===== config.mk =====
export PLATFORM = sky130hd
export DESIGN_NAME = ysyx_22040759_icache_axi_rd
export DESIGN_NICKNAME = d
export VERILOG_FILES = /design/src/rtl/ysyx_22040759_icache_axi_rd.sv
export SDC_FILE = /design/constraint.sdc
export NUM_CORES = 1
export LEC_CHECK = 0
export CAP_MARGIN = 20
export CORE_ASPECT_RATIO = 0.7
export CORE_MARGIN = 5
export CORE_UTILIZATION = 35
export CTS_CLUSTER_SIZE = 14
export DETAILED_ROUTE_END_ITERATION = 12
export MAX_ROUTING_LAYER = met4
export PLACE_DENSITY = 0.82
export SETUP_SLACK_MARGIN = 0.02
export SLEW_MARGIN = 25
export SYNTH_ARGS = -nofsm -noshare
export SYNTH_HDL_FRONTEND = slang
export SYNTH_SLANG_ARGS = --single-unit

===== constraint.sdc =====
create_clock -name clk -period 2.4 [get_ports clk]
set_input_delay 0.6 -clock clk [delete_from_list [all_inputs] [get_ports clk]]
set_output_delay 0.6 -clock clk [all_outputs]
set_load 0.02 [all_outputs]

===== src/rtl/ysyx_22040759_icache_axi_rd.sv =====
// Read-only AXI4 bridge below the instruction cache: turns a level-style miss
// request into one single-beat 64-bit AXI4 read and returns the beat to the cache.
module ysyx_22040759_icache_axi_rd #(
    parameter logic [3:0] AXI_ID     = 4'd0,
    parameter int         ADDR_WIDTH = 32,
    parameter int         DATA_WIDTH = 64
) (
    input  logic                  clk,
    input  logic                  rst,
    input  logic                  icache_ram_ren,
    input  logic [ADDR_WIDTH-1:0] icache_ram_raddr,
    output logic [DATA_WIDTH-1:0] ram_icache_rdata,
    output logic                  icache_data_valid,
    output logic                  icache_bus_err,
    output logic                  ar_valid,
    input  logic                  ar_ready,
    output logic [ADDR_WIDTH-1:0] ar_addr,
    output logic [3:0]            ar_id,
    output logic [7:0]            ar_len,
    output logic [2:0]            ar_size,
    output logic [1:0]            ar_burst,
    input  logic                  r_valid,
    output logic                  r_ready,
    input  logic [DATA_WIDTH-1:0] r_data,
    input  logic [1:0]            r_resp,
    input  logic                  r_last,
    input  logic [3:0]            r_id
);

    typedef enum logic [2:0] {
        IDLE = 3'd0,
        AR   = 3'd1,
        R    = 3'd2,
        DONE = 3'd3,
        HOLD = 3'd4
    } state_t;

    state_t                state_q, state_d;
    logic [ADDR_WIDTH-1:0] addr_q, addr_d;
    logic [DATA_WIDTH-1:0] data_q, data_d;
    logic                  err_q, err_d;

    // Single-beat burst completes on the first beat, so r_last and the
    // sub-word address bits carry no information here.
    logic unused_s;
    assign unused_s = ^{r_last, icache_ram_raddr[2:0]};

    function automatic logic resp_bad(input logic [1:0] resp, input logic [3:0] id);
        return (resp != 2'b00) || (id != AXI_ID);
    endfunction

    // State, address, data and error registers with synchronous reset.
    always_ff @(posedge clk) begin
        if (rst) begin
            state_q <= IDLE;
            addr_q  <= '0;
            data_q  <= '0;
            err_q   <= 1'b0;
        end else begin
            state_q <= state_d;
            addr_q  <= addr_d;
            data_q  <= data_d;
            err_q   <= err_d;
        end
    end

    // Next-state logic; AXI handshakes are always carried to completion.
    always_comb begin
        state_d = state_q;
        addr_d  = addr_q;
        data_d  = data_q;
        err_d   = err_q;
        case (state_q)
            IDLE: begin
                if (icache_ram_ren) begin
                    addr_d  = {icache_ram_raddr[ADDR_WIDTH-1:3], 3'b000};
                    state_d = AR;
                end else begin
                    state_d = IDLE;
                end
            end
            AR: begin
                if (ar_ready) begin
                    state_d = R;
                end else begin
                    state_d = AR;
                end
            end
            R: begin
                if (r_valid) begin
                    data_d  = r_data;
                    err_d   = resp_bad(r_resp, r_id);
                    state_d = DONE;
                end else begin
                    state_d = R;
                end
            end
            DONE: begin
                state_d = HOLD;
            end
            // A request still high from the cache's final read cycle must not re-issue.
            HOLD: begin
                if (!icache_ram_ren) begin
                    state_d = IDLE;
                end else begin
                    state_d = HOLD;
                end
            end
            default: begin
                state_d = IDLE;
            end
        endcase
    end

    assign ar_valid          = (state_q == AR);
    assign r_ready           = (state_q == R);
    assign icache_data_valid = (state_q == DONE);
    assign icache_bus_err    = (state_q == DONE) && err_q;
    assign ar_addr           = addr_q;
    assign ram_icache_rdata  = data_q;
    assign ar_id             = AXI_ID;
    assign ar_len            = 8'd0;
    assign ar_size           = 3'b011;
    assign ar_burst          = 2'b01;

endmodule


==> metrics.md, run 1 <==
| Metric | Value |
|---|---|
| DRC Markers | 0 |
| Clk_lat worst skew | 0.33 ns |
| Max-slew violations | 0 |
| Die area | 12500 µm² |
| Root buf cell | clkbuf_16 |
| Sequential power share | 44.2% |
| Synth unique cells | 26 |
| Placer Congestion | 0.802 |
| Worst hold path type | reg2reg |
| WL/cell | 13.9 µm |
| Antenna Nets Post-Route | 0 |
| Total Power | 3860 µW |
| Crit path time final | 2.24 ns |
| Leak pwr | 0.00213 µW |
| Crit path depth | 2 |
| Pint | 2960 µW |
| CTS buffer count | 9 |
| Layout area overhead | 65.4% |
| Gate power share | 15.8% |
| Total overflow reported by the global router | 0 |
| Setup TNS | 0 ns |
| Required @ worst endpoint | 1.80 ns |
| Mean Syn Cell Area | 7.94 µm² |
| Initial core utilization | 35.3% |
| Die Ht | 94.9 µm |
| Deepest clock path buffer count | 2 |
| Dominant synthesized flop cell | dfxtp_1 |
| N_diodes | 0 |
| Worst Path Max Fanout | 10 |
| First-pass GRT wire length | 16.8 mm |
| Clk pin slew, worst setup/hold paths | 0.06 ns |
| Drt pass-1 iters | 5 |
| Clock skew | 0.00627 ns |
| Buf/Inv on CP | 1 |
| CP delay by family, top | buffers and inverters |
| Placed cell count | 758 |
| Crit path DAT | 1.64 ns |
| Largest net degree at the start of global routing | 98 |
| IO buf count | 200 |
| Initial drt markers | 106 |
| Share of cells above drive strength 1 | 4.67% |
| Part of the cycle the worst path needs | 93.1% |
| Synth warn | 0 |
| FF+latch count, synth | 97 |
| Via Count | 3564 |
| CP endpoint kind | primary output |
| Placement Rows | 31 |
| Power density over cell area | 648 nW/µm² |
| Hold WS | 0.453 ns |
| Synthesized cell area | 3600 µm² |
| Worst vdd ir | 0.391 mV |
| Hold Buf Count CTS | 0 |
| Initial antenna violation count | 0 |
| NetSw | 904 µW |
| CTS tree | done |
| Final setup viols | 0 |
| I/O pin count | 225 |
| Hold path depth | 2 |
| Final WL | 10.7 mm |
| HPWL Detailed | 7.93 mm |
| GRT Overall Usage | 16.9% |
| Switching share of power | 23.4% |
| Core area | 10200 µm² |
| Synth top area cells | dfxtp_1 (54%), nand2_1 (19%), a21oi_1 (13%), buf_4 (4.8%), buf_2 (2.4%) |
| Post-synth top area share | 53.9% |
| Worst stage delay on the critical path | 0.64 ns |
| H-Tree Depth | 3 |
| RSZ-0062 raised after global routing | no |
| Crit path launch type | flop |
| Sequential share of the synthesized area | 53.9% |
| Slowest-stage cell, CP | clkdlybuf4s50_1 |
| Worst Reg-to-Reg Cells | 4 |
| Max-cap viol count | 0 |
| Clock power share | 40.1% |
| Sink Count | 97 |
| Most common cell after layout, fill and taps aside | clkdlybuf4s50_1 |
| Post-synth EDFFs | 0 |
| Non-Filler Instances | 774 |
| Final nets | 745 |
| FMAX | 447 MHz |
| Number of global-route vias before repair | 3448 |
| Drt via density | 4.60 |
| Fraction of registers with async set/reset | 0% |
| Highest-count cells in the layout ignoring fill and taps | clkdlybuf4s50_1 (197), nand2_1 (186), dfxtp_1 (96) |
| Final-report hold violation count | 0 |
| Leading area contributor after synthesis | dfxtp_1 |
| Post-Syn Instances | 454 |
| Crit-path cells | and3b_1 -> clkdlybuf4s50_1 |
| Outcome | completed |
| Layout Utilization | 58.4% |
| CP Class | reg2out |
| Setup Buffers After CTS | 0 |
| Die W | 131 µm |
==> power groups by stage <==
stage	Combinational [µW]	Sequential, µW	Clock (µW)
CTS	614	1710	1600
finish	608	1710	1550
global placement	600	1740	0
global route	654	1710	1670
floorplan	229	1810	0
detailed placement	612	1740	0
==> stage by stage <==
stage	setup WS, ns	instance area (µm²)
2_1_floorplan	0.719	3670
3_3_place_gp	0.303	5630
3_5_place_dp	0.255	5630
4_1_cts	0.00687	5960
5_1_grt	0.0866	5960
6_report	0.165	5960
==> registers in the layout, summed over array words and instances, names as in the netlist <==
name              flops
ram_icache_rdata     64
ar_addr              29
state_q               3
err_q                 1
==> kinds of logic (layout without fill, tap and decap cells) <==
family / count (synthesis) / in the layout / share of synthesized area, %
simple gates: 205 / 205 / 23.4
flops: 97 / 97 / 53.9
compound gates: 95 / 95 / 13.4
buf+inv: 54 / 224 / 8.82
other cells: 2 / 20 / 0.208
mux: 1 / 1 / 0.278
==> per-layer routing <==
| metal | routed length [µm] | track usage [%] | vias up |
|---|---|---|---|
| met5 | 0 | - | - |
| met4 | 160 | 5.14 | 0 |
| met3 | 813 | 5.75 | 15 |
| met2 | 5220 | 27.4 | 136 |
| met1 | 4530 | 20.0 | 1632 |
| li1 | - | - | 1781 |
==> worst paths after layout <==
path / endpoint / start / slack, ns
hold reg to reg: ram_icache_rdata[14] / ram_icache_rdata[14] / 0.45
setup reg to reg: state_q[0] / state_q[1] / 0.83
setup / recovery: icache_data_valid / state_q[2] / 0.16
hold / removal: ram_icache_rdata[14] / ram_icache_rdata[14] / 0.45
==> worst register-to-register path: cells and delay by family (launching register included) <==
family          cells  cell delay, ns
buf+inv             1            0.18
flops               1            0.36
compound gates      1            0.19
simple gates        2            0.77
==> final cells by class <==
type | instances | area, µm²
clock inverter | 4 | 75.1
tap | 132 | 165
clock buffer | 12 | 256
timing repair buffer | 208 | 2080
fill | 868 | 4240
sequential | 97 | 1940
multi-input combinational | 321 | 1440
==> synth_stat cells, types with 2 or more instances <==
cell type    n
nor3_1       2
conb_1       2
clkbuf_1    13
buf_4       23
dfxtp_1     97
buf_2       17
nand2_1    186
nor2_1       4
a21oi_1     93
==> repair_timing <==
item | CTS | global route
hold endpoints to repair | 0 | 0
setup endpoints to repair | 2 | 1
resized for setup | 2 | 1
pin swaps | 0 | 0
No activity file was read; power rests on OpenSTA's default activity.
==> inputs of run 2 (changes only) <==
--- a/config.mk
+++ b/config.mk
@@ -6,7 +6,6 @@
 export NUM_CORES = 1
 export LEC_CHECK = 0
 export CAP_MARGIN = 20
-export CORE_ASPECT_RATIO = 0.7
 export CORE_MARGIN = 5
 export CORE_UTILIZATION = 35
 export CTS_CLUSTER_SIZE = 14
==> run 2 against run 1 <==
Effect of this change: power shrank 3.1%; highest routed layer unchanged; routed wire length grew 2.0%; combinational power grew 1%.
==> metrics.md, run 2 (synthesis gave the netlist of run 1 again) <==
| Metric | Value |
|---|---|
| Outcome | completed |
| I/O pin count | 225 (unchanged) |
| CP Class | reg2out |
| Placement Rows | 37 (+19%) |
| Largest net degree at the start of global routing | 51 (-48%) |
| Share of cells above drive strength 1 | 4.97% (+0.30 points) |
| CP endpoint kind | primary output |
| Initial core utilization | 35.4% (+0.056 points) |
| Layout area overhead | 64.8% |
| FMAX | 460 MHz (+2.7%) |
| Clk pin slew, worst setup/hold paths | 0.08 ns (+0.02 ns) |
| Max reg flops | 64 (unchanged) |
| Final WL | 10.9 mm (+2.0%) |
| Drt via density | 4.59 (-0.30%) |
| Crit path time final | 2.18 ns (-0.0594 ns) |
| Number of fill cells | 905 (+4.3%) |
| Final setup viols | 0 (unchanged) |
| N_diodes | 0 (unchanged) |
| Power density over cell area | 630 nW/µm² (-2.8%) |
| Root buf cell | clkbuf_8 |
| Setup TNS | 0 ns (unchanged) |
| Clock skew | 0.00781 ns (+0.00154 ns) |
| Area after DPL | 5660 µm² (+0.53%) |
| Max-slew violations | 0 (unchanged) |
| Die area | 12400 µm² (-0.26%) |
| Deepest clock path buffer count | 2 (unchanged) |
| Drt pass-1 iters | 4 (-1) |
| Part of the cycle the worst path needs | 90.7% (-2.5 points) |
| Slowest-stage cell, CP | clkdlybuf4s50_1 |
| Worst hold path type | reg2reg |
| Die Ht | 111 µm (+17%) |
| Antenna Nets Post-Route | 0 (unchanged) |
| Final-report hold violation count | 0 (unchanged) |
| CTS tree | done |
| Number of global-route vias before repair | 3562 (+3.3%) |
| Initial drt markers | 176 (+66%) |
| Total overflow reported by the global router | 0 (unchanged) |
| RSZ-0062 raised after global routing | no |
| Sink Count | 97 (unchanged) |
| CTS buffer count | 9 (unchanged) |
| Finished Cell Area | 5940 µm² (-0.34%) |
| Die W | 111 µm (-15%) |
| HPWL Detailed | 8.44 mm (+6.4%) |
| Clk_lat worst skew | 0.35 ns (+0.02 ns) |
| Crit path launch type | flop |
| Placer Congestion | 0.835 (+4.1%) |
| Leak pwr | 0.00214 µW (+0.49%) |
| Most common cell after layout, fill and taps aside | clkdlybuf4s50_1 |
| Core area | 10200 µm² (-0.16%) |
| Max-cap viol count | 0 (unchanged) |
| Worst vdd ir | 0.296 mV (-24%) |
| Crit-path cells | and3b_1 -> clkdlybuf4s50_1 |
| Via Count | 3581 (+0.48%) |
| Initial antenna violation count | 0 (unchanged) |
| H-Tree Depth | 3 (unchanged) |
| Multi-input gate area | 1440 µm² (unchanged) |
| Crit path DAT | 1.58 ns (-0.06 ns) |
| GRT Overall Usage | 17.7% (+0.79 points) |
| FF+latch area | 1940 µm² (about the same) |
| IO buf count | 200 (unchanged) |
| First-pass GRT wire length | 17.3 mm (+3.3%) |
| Final nets | 748 (+0.40%) |
| Worst stage delay on the critical path | 0.64 ns (about the same) |
| Placed cell count | 765 (+0.92%) |
| DRC Markers | 0 (unchanged) |
| Highest-count cells in the layout ignoring fill and taps | clkdlybuf4s50_1 (197), nand2_1 (186), dfxtp_1 (97) |
| Required @ worst endpoint | 1.80 ns (about the same) |
| Non-Filler Instances | 780 (+0.78%) |
| WL/cell | 14.0 µm (+1.3%) |
| Worst Path Max Fanout | 3 (-7) |
| Setup Buffers After CTS | 0 (unchanged) |
[run 2: area by class of cell]
cell class / count / area share [%]
multi-input cells: 321 / 24.2
well taps: 136 / 2.86
clock buffers: 9 / 2.09
repair buffers: 211 / 35.6
clock inverters: 6 / 2.61
flip-flops and latches: 97 / 32.7
[run 2: power breakdown]
| part | internal (µW) | switching (µW) | leakage, µW |
|---|---|---|---|
| registers | 1670 | 32.6 | 0.000787 |
| logic | 319 | 295 | 0.00121 |
| clock network | 895 | 529 | 0.000139 |
| total | 2890 | 857 | 0.00214 |
[run 2: worst max-delay path: cells and delay by family, from the launching register on]
kind	cells	cell delay, ns
buffers and inverters	1	0.64
DFF	1	0.33
and+or+nand+nor	1	0.27
[run 2: timing repair]
action	4_1_cts	5_1_grt
hold buffers	0	0
endpoints found under the setup margin	0	2
gates resized for setup	0	2
[run 2: path summary, 6_finish.rpt]
kind / start / to / slack, ns / depth (start not counted)
worst min register to register: ram_icache_rdata[37] / ram_icache_rdata[37] / 0.46 / 2
worst max register to register: state_q[2] / state_q[0] / 0.85 / 4
worst max-delay path: state_q[2] / icache_data_valid / 0.22 / 2
worst min-delay path: ram_icache_rdata[37] / ram_icache_rdata[37] / 0.46 / 2
[run 2: through the flow]
step	setup WS [ns]	util, %	hold slack, ns	total power (µW)
after floorplan	0.719	-	0.471	2040
after detailed placement	0.283	55.5	0.445	2360
after CTS	0.0379	58.3	0.458	3800
after global routing	0.134	58.3	0.477	3930
after global placement	0.317	55.5	0.441	2340
final	0.224	58.3	0.457	3740
[run 2: per-layer routing]
metal / up-vias / GRT usage (%) / wire length [µm]
li1: 1783 / - / -
met1: 1625 / 18.7 / 4270
met2: 157 / 30.4 / 5490
met3: 16 / 6.03 / 986
met4: 0 / 6.89 / 199
met5: - / - / 0
==> inputs of run 3 (changes only) <==
--- a/config.mk
+++ b/config.mk
@@ -13,7 +13,6 @@
 export MAX_ROUTING_LAYER = met4
 export PLACE_DENSITY = 0.82
 export SETUP_SLACK_MARGIN = 0.02
-export SLEW_MARGIN = 25
 export SYNTH_ARGS = -nofsm -noshare
 export SYNTH_HDL_FRONTEND = slang
 export SYNTH_SLANG_ARGS = --single-unit
==> constraint.sdc (replaced) <==
create_clock -name clk -period 2.28 [get_ports clk]
set_input_delay 0.57 -clock clk [delete_from_list [all_inputs] [get_ports clk]]
set_output_delay 0.57 -clock clk [all_outputs]
set_load 0.02 [all_outputs]
==> run 3 against run 2 <==
Effect of this change: final cell count is 0.13% higher; sequential power is 5% higher; first-iteration DRC count is 15% lower; critical path depth stayed put; routed wire length is 2.2% lower; largest power group unchanged.
==> metrics.md, run 3 (synthesis gave the netlist of run 1 again) <==
| Metric | Value |
|---|---|
| Part of the cycle the worst path needs | 93.8% |
| Worst Reg-to-Reg Cells | 4 (unchanged) |
| Worst Path Max Fanout | 3 (unchanged) |
| Deepest clock path buffer count | 2 (unchanged) |
| Slowest-stage cell, CP | clkdlybuf4s50_1 |
| Worst hold path type | reg2reg |
| Max-slew violations | 0 (unchanged) |
| Max-cap viol count | 0 (unchanged) |
| Total overflow reported by the global router | 0 (unchanged) |
| Worst stage delay on the critical path | 0.64 ns (about the same) |
| Placer Congestion | 0.835 (about the same) |
| RSZ-0062 raised after global routing | no |
| CP delay by family, top | buffers and inverters |
| Layout area overhead | 63.0% |
| GRT Overall Usage | 16.9% (-0.73 points) |
| Number of fill cells | 896 (-0.99%) |
| Final-report hold violation count | 0 (unchanged) |
| N_diodes | 0 (unchanged) |
| Multi-input gate area | 1440 µm² (unchanged) |
| Worst vdd ir | 0.327 mV (+11%) |
| Highest-count cells in the layout ignoring fill and taps | clkdlybuf4s50_1 (197), nand2_1 (186), dfxtp_1 (97) |
| Setup TNS | 0 ns (unchanged) |
| Final WL | 10.7 mm (-2.2%) |
| Routed length on met3 | 1.01 mm (+2.3%) |
| Leak pwr | 0.00208 µW (-2.5%) |
| Crit path DAT | 1.57 ns (about the same) |
| Initial core utilization | 35.4% (unchanged) |
| Final setup viols | 0 (unchanged) |
| Outcome | completed |
| Clk pin slew, worst setup/hold paths | 0.08 ns (about the same) |
| Hold path depth | 2 (unchanged) |
| Hold path start | ram_icache_rdata[34] |
| Worst R2R End | state_q[0] |
| Worst R2R Setup Slack | 0.73 ns (-0.12 ns) |
| Max Used Layer | met4 |
| Required @ worst endpoint | 1.71 ns (-0.09 ns) |
| Placement Rows | 37 (unchanged) |
| Met2 WL post-DR | 5.21 mm (-5.1%) |
| WL/cell | 13.7 µm (-2.3%) |
| Sink Count | 97 (unchanged) |
| Clock skew | 0.00921 ns (+0.00140 ns) |
| Initial drt markers | 150 (-15%) |
| Most common cell after layout, fill and taps aside | clkdlybuf4s50_1 |
| Power density over cell area | 624 nW/µm² (-1.0%) |
| Die W | 111 µm (unchanged) |
| Hold WS | 0.458 ns (+0.000695 ns) |
| Buf/Inv on CP | 1 (unchanged) |
| Metal-1 WL | 4.31 mm (+0.94%) |
| Core area | 10200 µm² (unchanged) |
| Number of global-route vias before repair | 3538 (-0.67%) |
| H-Tree Depth | 3 (unchanged) |
| First-pass GRT wire length | 16.8 mm (-3.0%) |
| R2r startpoint | state_q[2] |
| FF+latch area | 1940 µm² (unchanged) |
| Drt via density | 4.63 (+0.85%) |
| Max reg flops | 64 (unchanged) |
| CTS buffer count | 9 (unchanged) |
| CP endpoint kind | primary output |
| Die area | 12400 µm² (unchanged) |
| Hold EP | ram_icache_rdata[34] |
| Crit path time final | 2.14 ns |
| FMAX | 468 MHz |
| Via Count | 3616 (+0.98%) |
| Share of cells above drive strength 1 | 4.65% (-0.32 points) |
| HPWL Detailed | 8.16 mm (-3.2%) |
| Crit-path cells | and3b_1 -> clkdlybuf4s50_1 |
| Final nets | 748 (unchanged) |
| CP Class | reg2out |
| Crit path launch type | flop |
| Initial antenna violation count | 0 (unchanged) |
| Die Ht | 111 µm (unchanged) |
| IO buf count | 200 (unchanged) |
| Clk_lat worst skew | 0.35 ns (about the same) |
| Drt pass-1 iters | 4 (unchanged) |
| Area after DPL | 5660 µm² (unchanged) |
| I/O pin count | 225 (unchanged) |
| CTS tree | done |
| Antenna Nets Post-Route | 0 (unchanged) |
| Setup Buffers After CTS | 0 (unchanged) |
| DRC Markers | 0 (unchanged) |
| Largest net degree at the start of global routing | 51 (unchanged) |
| Finished Cell Area | 5880 µm² (-1.1%) |
| Root buf cell | clkbuf_8 |
## run 3: tightest hold or removal path, stage by stage (launching register included)
cell and delay, ns:
dfxtp_1 0.32, nand2_1 0.05, a21oi_1 0.05
## run 3: per-layer routing
layer | vias up | global-route usage, %
met5 | - | -
met4 | 0 | 5.03
met3 | 15 | 6.25
met2 | 172 | 29.2
met1 | 1646 | 18.2
li1 | 1783 | -
## run 3: area by class of cell
cell class                      instances  share of cell area (%)
Multi-Input combinational cell        321                    24.5
Tap cell                              136                    2.90
Clock buffer                           14                    2.77
Clock inverter                          2                    1.02
Sequential cell                        97                    33.0
Timing Repair Buffer                  211                    35.8
## run 3: how the worst max path moves through the flow
stage                   startpoint                 to  slack, ns  depth (start not counted)
finish                  state_q[2]  icache_data_valid       0.14                          2
global route            state_q[1]  icache_data_valid       0.04                          2
CTS                     state_q[1]            r_ready       0.09                          2
detailed placement  icache_ram_ren        ar_addr[26]       0.20                          4
global placement    icache_ram_ren         state_q[0]       0.23                          4
floorplan               state_q[1]     icache_bus_err       0.63                          3
## run 3: power breakdown
group	switching, µW	internal (µW)	leakage [µW]
Combinational	308	335	0.00118
Clock	548	681	0.000111
Sequential	34.5	1760	0.000787
Total	890	2770	0.00208
## run 3: what timing repair did
item | in CTS | in global routing
setup endpoints to repair | 2 | 0
hold buffers | 0 | 0
hold endpoints to repair | 0 | 0
resized for setup | 2 | 0
## run 3: per-stage QoR
stage                     util [%]  total power (µW)  setup WS [ns]  instances
after floorplan                  -              2150          0.629        472
after global placement        55.5              2470          0.230        765
after detailed placement      55.5              2480          0.197        765
after CTS                     57.7              3720         0.0877        781
after global routing          57.7              3850         0.0379        781
final                         57.7              3670          0.142        781
